`src/rtl/battleship_pkg.sv`:
```
// Shared definitions for the two-player battleship game: state encoding and
// seven-segment glyph constants.
package battleship_pkg;

  typedef enum logic [3:0] {
    S_IDLE,
    S_SHOW_A,
    S_A_IN,
    S_ERR_A,
    S_SHOW_B,
    S_B_IN,
    S_ERR_B,
    S_SHOW_SCORE,
    S_A_SHOOT,
    S_A_RES,
    S_B_SHOOT,
    S_B_RES,
    S_A_WIN,
    S_B_WIN
  } state_e;

  // Glyphs are {dp,g,f,e,d,c,b,a}, active-high.
  localparam logic [7:0] SEG_A     = 8'h77;
  localparam logic [7:0] SEG_B     = 8'h7C;
  localparam logic [7:0] SEG_E     = 8'h79;
  localparam logic [7:0] SEG_R     = 8'h50;
  localparam logic [7:0] SEG_O     = 8'h5C;
  localparam logic [7:0] SEG_I     = 8'h06;
  localparam logic [7:0] SEG_D     = 8'h5E;
  localparam logic [7:0] SEG_L     = 8'h38;
  localparam logic [7:0] SEG_H     = 8'h76;
  localparam logic [7:0] SEG_DASH  = 8'h40;
  localparam logic [7:0] SEG_BLANK = 8'h00;

  localparam int DWELL_W = 16;

endpackage

```
`src/rtl/battleship_gen2_seg7_hex.sv`:
```
// Hex nibble to seven-segment pattern {dp,g..a}, active-high.
module seg7_hex (
  input  logic [3:0] val,
  output logic [7:0] seg
);

  always_comb begin
    seg = 8'h00;
    case (val)
      4'h0: seg = 8'h3F;
      4'h1: seg = 8'h06;
      4'h2: seg = 8'h5B;
      4'h3: seg = 8'h4F;
      4'h4: seg = 8'h66;
      4'h5: seg = 8'h6D;
      4'h6: seg = 8'h7D;
      4'h7: seg = 8'h07;
      4'h8: seg = 8'h7F;
      4'h9: seg = 8'h6F;
      4'hA: seg = 8'h77;
      4'hB: seg = 8'h7C;
      4'hC: seg = 8'h39;
      4'hD: seg = 8'h5E;
      4'hE: seg = 8'h79;
      4'hF: seg = 8'h71;
      default: seg = 8'h00;
    endcase
  end

endmodule

```
`src/rtl/battleship_gen2.sv`:
```
// Two-player battleship controller: placement, alternating shots, scoring,
// timed message screens and a four-digit seven-segment / LED status display.
module battleship_gen2
  import battleship_pkg::*;
#(
  parameter int COORD_W  = 2,
  parameter int SHIPS    = 4,
  parameter int SHOW_CYC = 50,
  parameter int ERR_CYC  = 100,
  parameter int RES_CYC  = 100
) (
  input  logic               clk,
  input  logic               rst,
  input  logic               start,
  input  logic [COORD_W-1:0] x,
  input  logic [COORD_W-1:0] y,
  input  logic               pa_btn,
  input  logic               pb_btn,
  output logic [7:0]         disp3,
  output logic [7:0]         disp2,
  output logic [7:0]         disp1,
  output logic [7:0]         disp0,
  output logic [7:0]         led
);

  localparam int         CELLS   = 1 << (2 * COORD_W);
  localparam logic [3:0] SHIPS_L = 4'(SHIPS);

  state_e               state_q, state_d;
  logic [CELLS-1:0]     map_a_q, map_a_d, map_b_q, map_b_d;
  logic [3:0]           cnt_a_q, cnt_a_d, cnt_b_q, cnt_b_d;
  logic [3:0]           score_a_q, score_a_d, score_b_q, score_b_d;
  logic [DWELL_W-1:0]   dwell_q, dwell_d, dwell_lim;
  logic                 hit_q, hit_d;
  logic                 start_prev_q, pa_prev_q, pb_prev_q, armed_q;
  logic                 start_e, pa_e, pb_e, is_dwell, dwell_done;
  logic [2*COORD_W-1:0] idx;
  logic [3:0]           x_ext, y_ext;
  logic [7:0]           hex_x, hex_y, hex_sa, hex_sb;

  // armed_q stays low for the first clock after reset so a button held
  // through reset release never registers as a press.
  assign start_e = start  & ~start_prev_q & armed_q;
  assign pa_e    = pa_btn & ~pa_prev_q    & armed_q;
  assign pb_e    = pb_btn & ~pb_prev_q    & armed_q;
  assign idx     = {y, x};
  assign x_ext   = 4'(x);
  assign y_ext   = 4'(y);

  seg7_hex u_hex_x  (.val(x_ext),     .seg(hex_x));
  seg7_hex u_hex_y  (.val(y_ext),     .seg(hex_y));
  seg7_hex u_hex_sa (.val(score_a_q), .seg(hex_sa));
  seg7_hex u_hex_sb (.val(score_b_q), .seg(hex_sb));

  always_ff @(posedge clk or posedge rst) begin
    if (rst) begin
      state_q      <= S_IDLE;
      map_a_q      <= '0;
      map_b_q      <= '0;
      cnt_a_q      <= '0;
      cnt_b_q      <= '0;
      score_a_q    <= '0;
      score_b_q    <= '0;
      dwell_q      <= '0;
      hit_q        <= 1'b0;
      start_prev_q <= 1'b0;
      pa_prev_q    <= 1'b0;
      pb_prev_q    <= 1'b0;
      armed_q      <= 1'b0;
    end else begin
      state_q      <= state_d;
      map_a_q      <= map_a_d;
      map_b_q      <= map_b_d;
      cnt_a_q      <= cnt_a_d;
      cnt_b_q      <= cnt_b_d;
      score_a_q    <= score_a_d;
      score_b_q    <= score_b_d;
      dwell_q      <= dwell_d;
      hit_q        <= hit_d;
      start_prev_q <= start;
      pa_prev_q    <= pa_btn;
      pb_prev_q    <= pb_btn;
      armed_q      <= 1'b1;
    end
  end

  always_comb begin
    is_dwell  = 1'b1;
    dwell_lim = '0;
    case (state_q)
      S_SHOW_A, S_SHOW_B, S_SHOW_SCORE: dwell_lim = DWELL_W'(SHOW_CYC - 1);
      S_ERR_A, S_ERR_B:                 dwell_lim = DWELL_W'(ERR_CYC - 1);
      S_A_RES, S_B_RES:                 dwell_lim = DWELL_W'(RES_CYC - 1);
      default:                          is_dwell  = 1'b0;
    endcase
    dwell_done = is_dwell && (dwell_q == dwell_lim);
  end

  always_comb begin
    state_d   = state_q;
    map_a_d   = map_a_q;
    map_b_d   = map_b_q;
    cnt_a_d   = cnt_a_q;
    cnt_b_d   = cnt_b_q;
    score_a_d = score_a_q;
    score_b_d = score_b_q;
    hit_d     = hit_q;
    case (state_q)
      S_IDLE, S_A_WIN, S_B_WIN: begin
        if (start_e) begin
          state_d   = (state_q == S_IDLE) ? S_SHOW_A : S_IDLE;
          map_a_d   = '0;
          map_b_d   = '0;
          cnt_a_d   = '0;
          cnt_b_d   = '0;
          score_a_d = '0;
          score_b_d = '0;
          hit_d     = 1'b0;
        end
      end
      S_SHOW_A:     if (dwell_done) state_d = S_A_IN;
      S_ERR_A:      if (dwell_done) state_d = S_A_IN;
      S_SHOW_B:     if (dwell_done) state_d = S_B_IN;
      S_ERR_B:      if (dwell_done) state_d = S_B_IN;
      S_SHOW_SCORE: if (dwell_done) state_d = S_A_SHOOT;
      S_A_IN: begin
        if (pa_e) begin
          if (map_a_q[idx]) state_d = S_ERR_A;
          else begin
            map_a_d[idx] = 1'b1;
            if (cnt_a_q < SHIPS_L) cnt_a_d = cnt_a_q + 4'd1;
            if (cnt_a_q >= SHIPS_L - 4'd1) state_d = S_SHOW_B;
          end
        end
      end
      S_B_IN: begin
        if (pb_e) begin
          if (map_b_q[idx]) state_d = S_ERR_B;
          else begin
            map_b_d[idx] = 1'b1;
            if (cnt_b_q < SHIPS_L) cnt_b_d = cnt_b_q + 4'd1;
            if (cnt_b_q >= SHIPS_L - 4'd1) state_d = S_SHOW_SCORE;
          end
        end
      end
      S_A_SHOOT: begin
        if (pa_e) begin
          state_d = S_A_RES;
          hit_d   = map_b_q[idx];
          if (map_b_q[idx]) begin
            map_b_d[idx] = 1'b0;
            if (score_a_q < SHIPS_L) score_a_d = score_a_q + 4'd1;
          end
        end
      end
      S_B_SHOOT: begin
        if (pb_e) begin
          state_d = S_B_RES;
          hit_d   = map_a_q[idx];
          if (map_a_q[idx]) begin
            map_a_d[idx] = 1'b0;
            if (score_b_q < SHIPS_L) score_b_d = score_b_q + 4'd1;
          end
        end
      end
      S_A_RES: if (dwell_done) state_d = (score_a_q == SHIPS_L) ? S_A_WIN : S_B_SHOOT;
      S_B_RES: if (dwell_done) state_d = (score_b_q == SHIPS_L) ? S_B_WIN : S_A_SHOOT;
      default: state_d = S_IDLE;
    endcase
    dwell_d = (is_dwell && state_d == state_q) ? dwell_q + 1'b1 : '0;
  end

  always_comb begin
    disp3 = SEG_BLANK;
    disp2 = SEG_BLANK;
    disp1 = SEG_BLANK;
    disp0 = SEG_BLANK;
    led   = 8'h00;
    case (state_q)
      S_IDLE: begin
        {disp3, disp2, disp1, disp0} = {SEG_I, SEG_D, SEG_L, SEG_E};
        led = 8'h99;
      end
      S_ERR_A, S_ERR_B: begin
        {disp3, disp2, disp1, disp0} = {SEG_E, SEG_R, SEG_R, SEG_O};
        led = 8'h99;
      end
      S_SHOW_A: disp3 = SEG_A;
      S_SHOW_B: disp3 = SEG_B;
      S_A_IN, S_B_IN, S_A_SHOOT, S_B_SHOOT: begin
        disp3 = (state_q == S_A_IN || state_q == S_A_SHOOT) ? SEG_A : SEG_B;
        disp1 = hex_x;
        disp0 = hex_y;
        case (state_q)
          S_A_IN:  led = {4'b1000, cnt_a_q};
          S_B_IN:  led = {4'b0100, cnt_b_q};
          default: led = {score_a_q, score_b_q};
        endcase
      end
      S_SHOW_SCORE, S_A_RES, S_B_RES, S_A_WIN, S_B_WIN: begin
        disp2 = hex_sa;
        disp1 = SEG_DASH;
        disp0 = hex_sb;
        led   = {score_a_q, score_b_q};
        if (state_q == S_A_WIN || state_q == S_B_WIN) begin
          disp3 = (state_q == S_A_WIN) ? SEG_A : SEG_B;
          led   = 8'hFF;
        end else if (state_q != S_SHOW_SCORE && hit_q) begin
          disp3 = SEG_H;
        end
      end
      default: ;
    endcase
  end

endmodule

```
`config.mk`:
```
export PLATFORM = sky130hd
export DESIGN_NAME = battleship_gen2
export DESIGN_NICKNAME = d
export VERILOG_FILES = /design/src/rtl/battleship_pkg.sv /design/src/rtl/battleship_gen2_seg7_hex.sv /design/src/rtl/battleship_gen2.sv
export SDC_FILE = /design/constraint.sdc
export NUM_CORES = 1
export LEC_CHECK = 0
export CAP_MARGIN = 20
export CELL_PAD_IN_SITES_DETAIL_PLACEMENT = 0
export CELL_PAD_IN_SITES_GLOBAL_PLACEMENT = 1
export CORE_UTILIZATION = 38
export DETAILED_ROUTE_END_ITERATION = 10
export PLACE_DENSITY_LB_ADDON = 0.15
export SLEW_MARGIN = 30
export SYNTH_ARGS = -nofsm -noshare
export SYNTH_HDL_FRONTEND = slang
export SYNTH_SLANG_ARGS = --single-unit
```
`constraint.sdc`:
```
create_clock -name clk -period 4.4 [get_ports clk]
set_input_delay 1.32 -clock clk [delete_from_list [all_inputs] [get_ports clk]]
set_output_delay 1.32 -clock clk [all_outputs]
set_load 0.02 [all_outputs]
```
==> flow_summary.html <==
<table>
<tr><th>Metric</th><th>Value</th></tr>
<tr><th colspan="2">Run status</th></tr>
<tr><td>Result of the run</td><td>finished, final reports clean</td></tr>
<tr><th colspan="2">Clocking</th></tr>
<tr><td>Clk sink count</td><td>73</td></tr>
<tr><td>Number of buffers created by CTS</td><td>9</td></tr>
<tr><td>Insertion delay to the later sink of the worst-skew pair</td><td>340 ps</td></tr>
<tr><td>Clock buffer depth</td><td>2</td></tr>
<tr><td>CTS clk-pin slew, worst paths</td><td>50 ps</td></tr>
<tr><td>Root cell of the clock tree</td><td>sky130_fd_sc_hd__clkbuf_16</td></tr>
<tr><td>H-tree depth</td><td>3</td></tr>
<tr><td>CTS tree</td><td>built</td></tr>
<tr><th colspan="2">Critical path</th></tr>
<tr><td>Number of buffers and inverters on the critical path</td><td>3</td></tr>
<tr><td>Depth of the most critical reg-to-reg path</td><td>7</td></tr>
<tr><td>Crit start category</td><td>primary input</td></tr>
<tr><td>Critical R2R Launch</td><td>state_q[2]</td></tr>
<tr><td>Endpoint of the worst register-to-register path</td><td>dwell_q[3]</td></tr>
<tr><td>Startpoint of the worst setup timing path</td><td>y[1]</td></tr>
<tr><td>Slowest library cell on the worst path</td><td>sky130_fd_sc_hd__clkdlybuf4s50_1</td></tr>
<tr><td>Biggest cell delay along the critical path</td><td>530 ps</td></tr>
<tr><td>Family with the most delay on the worst path</td><td>buffers and inverters</td></tr>
<tr><td>End point of the critical path</td><td>disp0[2]</td></tr>
<tr><td>Required time reported for the critical path endpoint</td><td>3080 ps</td></tr>
<tr><td>Kind of capture point of the worst setup path</td><td>output pin</td></tr>
<tr><td>Critical path depth in cells</td><td>7</td></tr>
<tr><td>Signal arrival time at the worst endpoint</td><td>3010 ps</td></tr>
<tr><td>Crit-path cells</td><td>clkdlybuf4s50_1 -&gt; buf_4 -&gt; and2b_1 -&gt; nor2_1 -&gt; o22ai_1 -&gt; o221ai_1 -&gt; clkdlybuf4s15_1</td></tr>
<tr><td>Type of the worst setup path</td><td>in -&gt; out</td></tr>
<tr><td>Slack of the worst reg-to-reg path</td><td>1320 ps</td></tr>
<tr><td>Top fanout value on the critical path</td><td>11</td></tr>
<tr><th colspan="2">Detailed routing</th></tr>
<tr><td>First-pass detailed-route iteration total</td><td>5</td></tr>
<tr><td>Mean routed wirelength per cell</td><td>19.1 um</td></tr>
<tr><td>DRC violations left</td><td>0</td></tr>
<tr><td>Via Count</td><td>5432</td></tr>
<tr><td>Number of nets still failing antenna checks after routing</td><td>0</td></tr>
<tr><td>1st-iter DRT viols</td><td>310</td></tr>
<tr><td>Routed wire length</td><td>17700 um</td></tr>
<tr><td>Routed vias/inst</td><td>5.85</td></tr>
<tr><th colspan="2">Power and ir drop</th></tr>
<tr><td>Pint</td><td>0.00134 W</td></tr>
<tr><td>Leakage power</td><td>2.93 nW</td></tr>
<tr><td>Proportion of power drawn by the clock network</td><td>34.9%</td></tr>
<tr><td>Peak ir drop on the vdd network</td><td>0.172 mV</td></tr>
<tr><td>Pwr per Cell Area</td><td>307 nW/um2</td></tr>
<tr><td>Share of power burned in combinational logic</td><td>28.2%</td></tr>
<tr><td>Net switching power</td><td>0.000667 W</td></tr>
<tr><td>Net switching share of the total power</td><td>33.2%</td></tr>
<tr><td>Sequential share of power</td><td>37.0%</td></tr>
<tr><th colspan="2">Floorplanning</th></tr>
<tr><td>Die Ht</td><td>122 um</td></tr>
<tr><td>Die area</td><td>15000 um2</td></tr>
<tr><td>Width of the die</td><td>122 um</td></tr>
<tr><td>Number of placement rows</td><td>43</td></tr>
<tr><td>Core Footprint</td><td>14000 um2</td></tr>
<tr><td>Initial standard-cell utilization of the core</td><td>39.4%</td></tr>
<tr><td>Num ports</td><td>49</td></tr>
<tr><th colspan="2">Final layout</th></tr>
<tr><td>Antenna Cells</td><td>0</td></tr>
<tr><td>Final design utilization</td><td>46.7%</td></tr>
<tr><td>Syn-to-layout area delta</td><td>18.6%</td></tr>
<tr><td>Final Net Count</td><td>764</td></tr>
<tr><td>Filler Cell Count</td><td>1435</td></tr>
<tr><td>Post-Layout Cell Count</td><td>928</td></tr>
<tr><td>Layout cells sized above 1</td><td>10.6%</td></tr>
<tr><th colspan="2">Global routing</th></tr>
<tr><td>Pin count of the biggest net entering global routing</td><td>40</td></tr>
<tr><td>First-pass GRT wire length</td><td>27800 um</td></tr>
<tr><td>Overflow left after global routing</td><td>0</td></tr>
<tr><td>Gr usage total</td><td>24.5%</td></tr>
<tr><td>Number of global-route vias before repair</td><td>5101</td></tr>
<tr><td>Number of antenna violations at the first check in global routing</td><td>0</td></tr>
<tr><th colspan="2">Timing</th></tr>
<tr><td>Worst clock skew</td><td>9.91 ps</td></tr>
<tr><td>Hold Fails Final Rpt</td><td>0</td></tr>
<tr><td>Worst-Margin Slew</td><td>860 ps</td></tr>
<tr><td>Highest attainable clock frequency</td><td>231 MHz</td></tr>
<tr><td>Finish-stage setup viols</td><td>0</td></tr>
<tr><td>Unrepaired setup endpoints after global routing</td><td>false</td></tr>
<tr><td>Remaining max-slew budget at the tightest pin</td><td>42.6%</td></tr>
<tr><td>Tmin final</td><td>4330 ps</td></tr>
<tr><td>Final sum of negative setup slack</td><td>0 ps</td></tr>
<tr><td>Max-slew violation total from the final report</td><td>0</td></tr>
<tr><td>Final Cycle Share</td><td>98.4%</td></tr>
<tr><td>Final setup slack of the worst path</td><td>70.5 ps</td></tr>
<tr><th colspan="2">Place</th></tr>
<tr><td>Routability congestion estimate</td><td>0.832</td></tr>
<tr><td>DP Wirelength</td><td>13100 um</td></tr>
<tr><td>Placed Cells incl. Taps</td><td>912</td></tr>
<tr><td>Worst slack at placement</td><td>-247 ps</td></tr>
<tr><td>I/O Buffers</td><td>44</td></tr>
<tr><th colspan="2">Synthesis</th></tr>
<tr><td>Yosys top cell area share</td><td>33.2%</td></tr>
<tr><td>Register area share after synthesis</td><td>33.2%</td></tr>
<tr><td>Leading cell types by total area after synthesis</td><td>sky130_fd_sc_hd__dfrtp_1, sky130_fd_sc_hd__o21ai_0, sky130_fd_sc_hd__nor2_1</td></tr>
<tr><td>Synthesis Warnings</td><td>0</td></tr>
<tr><td>Count of flip-flops with a built-in enable after synthesis</td><td>0</td></tr>
<tr><td>Mean cell area of the mapped netlist</td><td>7.87 um2</td></tr>
<tr><td>Largest area contributor in the netlist</td><td>sky130_fd_sc_hd__dfrtp_1</td></tr>
<tr><td>Number of unique standard cell types used by synthesis</td><td>70</td></tr>
<tr><td>Gate count after technology mapping</td><td>700</td></tr>
<tr><td>Share of flip-flops with an asynchronous set or reset</td><td>100%</td></tr>
<tr><td>Leading register cell type out of synthesis</td><td>sky130_fd_sc_hd__dfrtp_1</td></tr>
<tr><td>Post-synthesis sequential element count</td><td>73</td></tr>
<tr><td>Post-synthesis instance area</td><td>5510 um2</td></tr>
<tr><th colspan="2">Min path</th></tr>
<tr><td>HP Class</td><td>reg -&gt; reg</td></tr>
<tr><th colspan="2">Job</th></tr>
<tr><td>Number of max-cap violations</td><td>0</td></tr>
</table>
==> logic make-up after synthesis <==
kind of cell	after synthesis	share of synthesized area, %
AND/OR/NAND/NOR	288	24.6
multiplexers	23	6.34
adder cells (fa/ha/maj)	12	2.73
buffers and inverters	69	5.75
flip-flops	73	33.2
other	2	0.136
XOR/XNOR	15	2.38
AO/OA/AOI/OAI	218	24.9
==> worst min path at each step <==
stage / start / to / slack, ps / cells past startpoint
detailed placement: map_b_q[14] / map_b_q[14] / 480 / 2
CTS: map_b_q[14] / map_b_q[14] / 500 / 2
finish: map_b_q[3] / map_b_q[3] / 500 / 2
global placement: map_b_q[10] / map_b_q[10] / 480 / 2
floorplan: map_b_q[12] / map_b_q[12] / 450 / 2
global route: map_b_q[1] / map_b_q[1] / 530 / 2
==> layer usage <==
metal  global-route usage [%]  vias up  share of wire, %
li1                         -     2599                 -
met1                     33.2     2674                47
met2                     40.4      142                48
met3                     3.53       17               4.2
met4                     7.16        0               1.3
met5                        0        -                 0
==> sequential cells by signal (all words and copies together) (netlist names), 4 cells and up <==
signal / flops
cnt_b_q: 4
dwell_q: 16
score_a_q: 4
state_q: 4
map_a_q: 16
score_b_q: 4
cnt_a_q: 4
map_b_q: 16
==> cells in the final DEF (no fill, tap or decap), drive strengths merged, types with 10 or more instances in the layout <==
| cell | instances |
|---|---|
| nand3 | 13 |
| nor2b | 13 |
| nor2 | 102 |
| nor3 | 10 |
| inv | 15 |
| clkbuf | 13 |
| mux2i | 12 |
| a21oi | 47 |
| o31ai | 20 |
| buf | 39 |
| o21ai | 79 |
| clkdlybuf4s50 | 35 |
| nand2b | 13 |
| nand2 | 86 |
| ha | 12 |
| dfrtp | 73 |
==> cells in the mapped netlist, types with 5 or more instances <==
master                     number
sky130_fd_sc_hd__a211oi_1       7
sky130_fd_sc_hd__nor2b_1       13
sky130_fd_sc_hd__and3_1         8
sky130_fd_sc_hd__buf_2          7
sky130_fd_sc_hd__dfrtp_1       73
sky130_fd_sc_hd__a21oi_1       47
sky130_fd_sc_hd__o21ai_0       79
sky130_fd_sc_hd__a22oi_1        6
sky130_fd_sc_hd__nor3_1         9
sky130_fd_sc_hd__clkbuf_1      34
sky130_fd_sc_hd__nor2_1       102
sky130_fd_sc_hd__o21a_1         6
sky130_fd_sc_hd__a221oi_1       5
sky130_fd_sc_hd__or2_2          6
sky130_fd_sc_hd__nor4_1         6
sky130_fd_sc_hd__o31ai_1       20
sky130_fd_sc_hd__nand3_1       13
sky130_fd_sc_hd__ha_1          12
sky130_fd_sc_hd__and2_1         8
sky130_fd_sc_hd__mux2i_1       12
sky130_fd_sc_hd__o211ai_1       5
sky130_fd_sc_hd__buf_4          6
sky130_fd_sc_hd__xnor2_1        8
sky130_fd_sc_hd__a31oi_1        8
sky130_fd_sc_hd__nand2_1       86
sky130_fd_sc_hd__o22ai_1        6
sky130_fd_sc_hd__nand2b_1      13
sky130_fd_sc_hd__inv_1         15
sky130_fd_sc_hd__xor2_1         7
==> tightest hold or removal path: stages, from the launching register on <==
cell	delay [ps]
sky130_fd_sc_hd__dfrtp_1	340
sky130_fd_sc_hd__o21ai_0	80
sky130_fd_sc_hd__nand2_1	50
==> what timing repair did <==
item,CTS,global route
gates cloned,0,0
setup buffers,0,0
endpoints found under the setup margin,6,4
resized for setup,6,4
hold buffers,0,0
==> per-stage QoR <==
step | hold WS, ps | instance area (um2) | power, W
after detailed placement | 484 | 6250 | 0.00132
after floorplan | 454 | 5520 | 0.00110
after global placement | 475 | 6240 | 0.00132
after global routing | 533 | 6530 | 0.00210
after CTS | 497 | 6520 | 0.00203
final | 498 | 6530 | 0.00201
==> cell type report <==
| cell class | instances | area, um2 | area share (%) |
|---|---|---|---|
| Multi-Input combinational cell | 561 | 3380 | 51.7 |
| Sequential cell | 73 | 1830 | 28.0 |
| Timing Repair Buffer | 83 | 759 | 11.6 |
| Clock buffer | 13 | 260 | 3.98 |
| Tap cell | 180 | 225 | 3.45 |
| Inverter | 15 | 56.3 | 0.862 |
| Clock inverter | 3 | 25.0 | 0.383 |
==> power groups by stage <==
stage,Sequential [W],Combinational (W),Clock (W)
after CTS,0.000742,0.000566,0.000718
after global placement,0.000754,0.000565,0
final,0.000742,0.000565,0.000700
after floorplan,0.000731,0.000373,0
after detailed placement,0.000754,0.000569,0
after global routing,0.000747,0.000611,0.000745
Power figures use the tool's default switching activity.
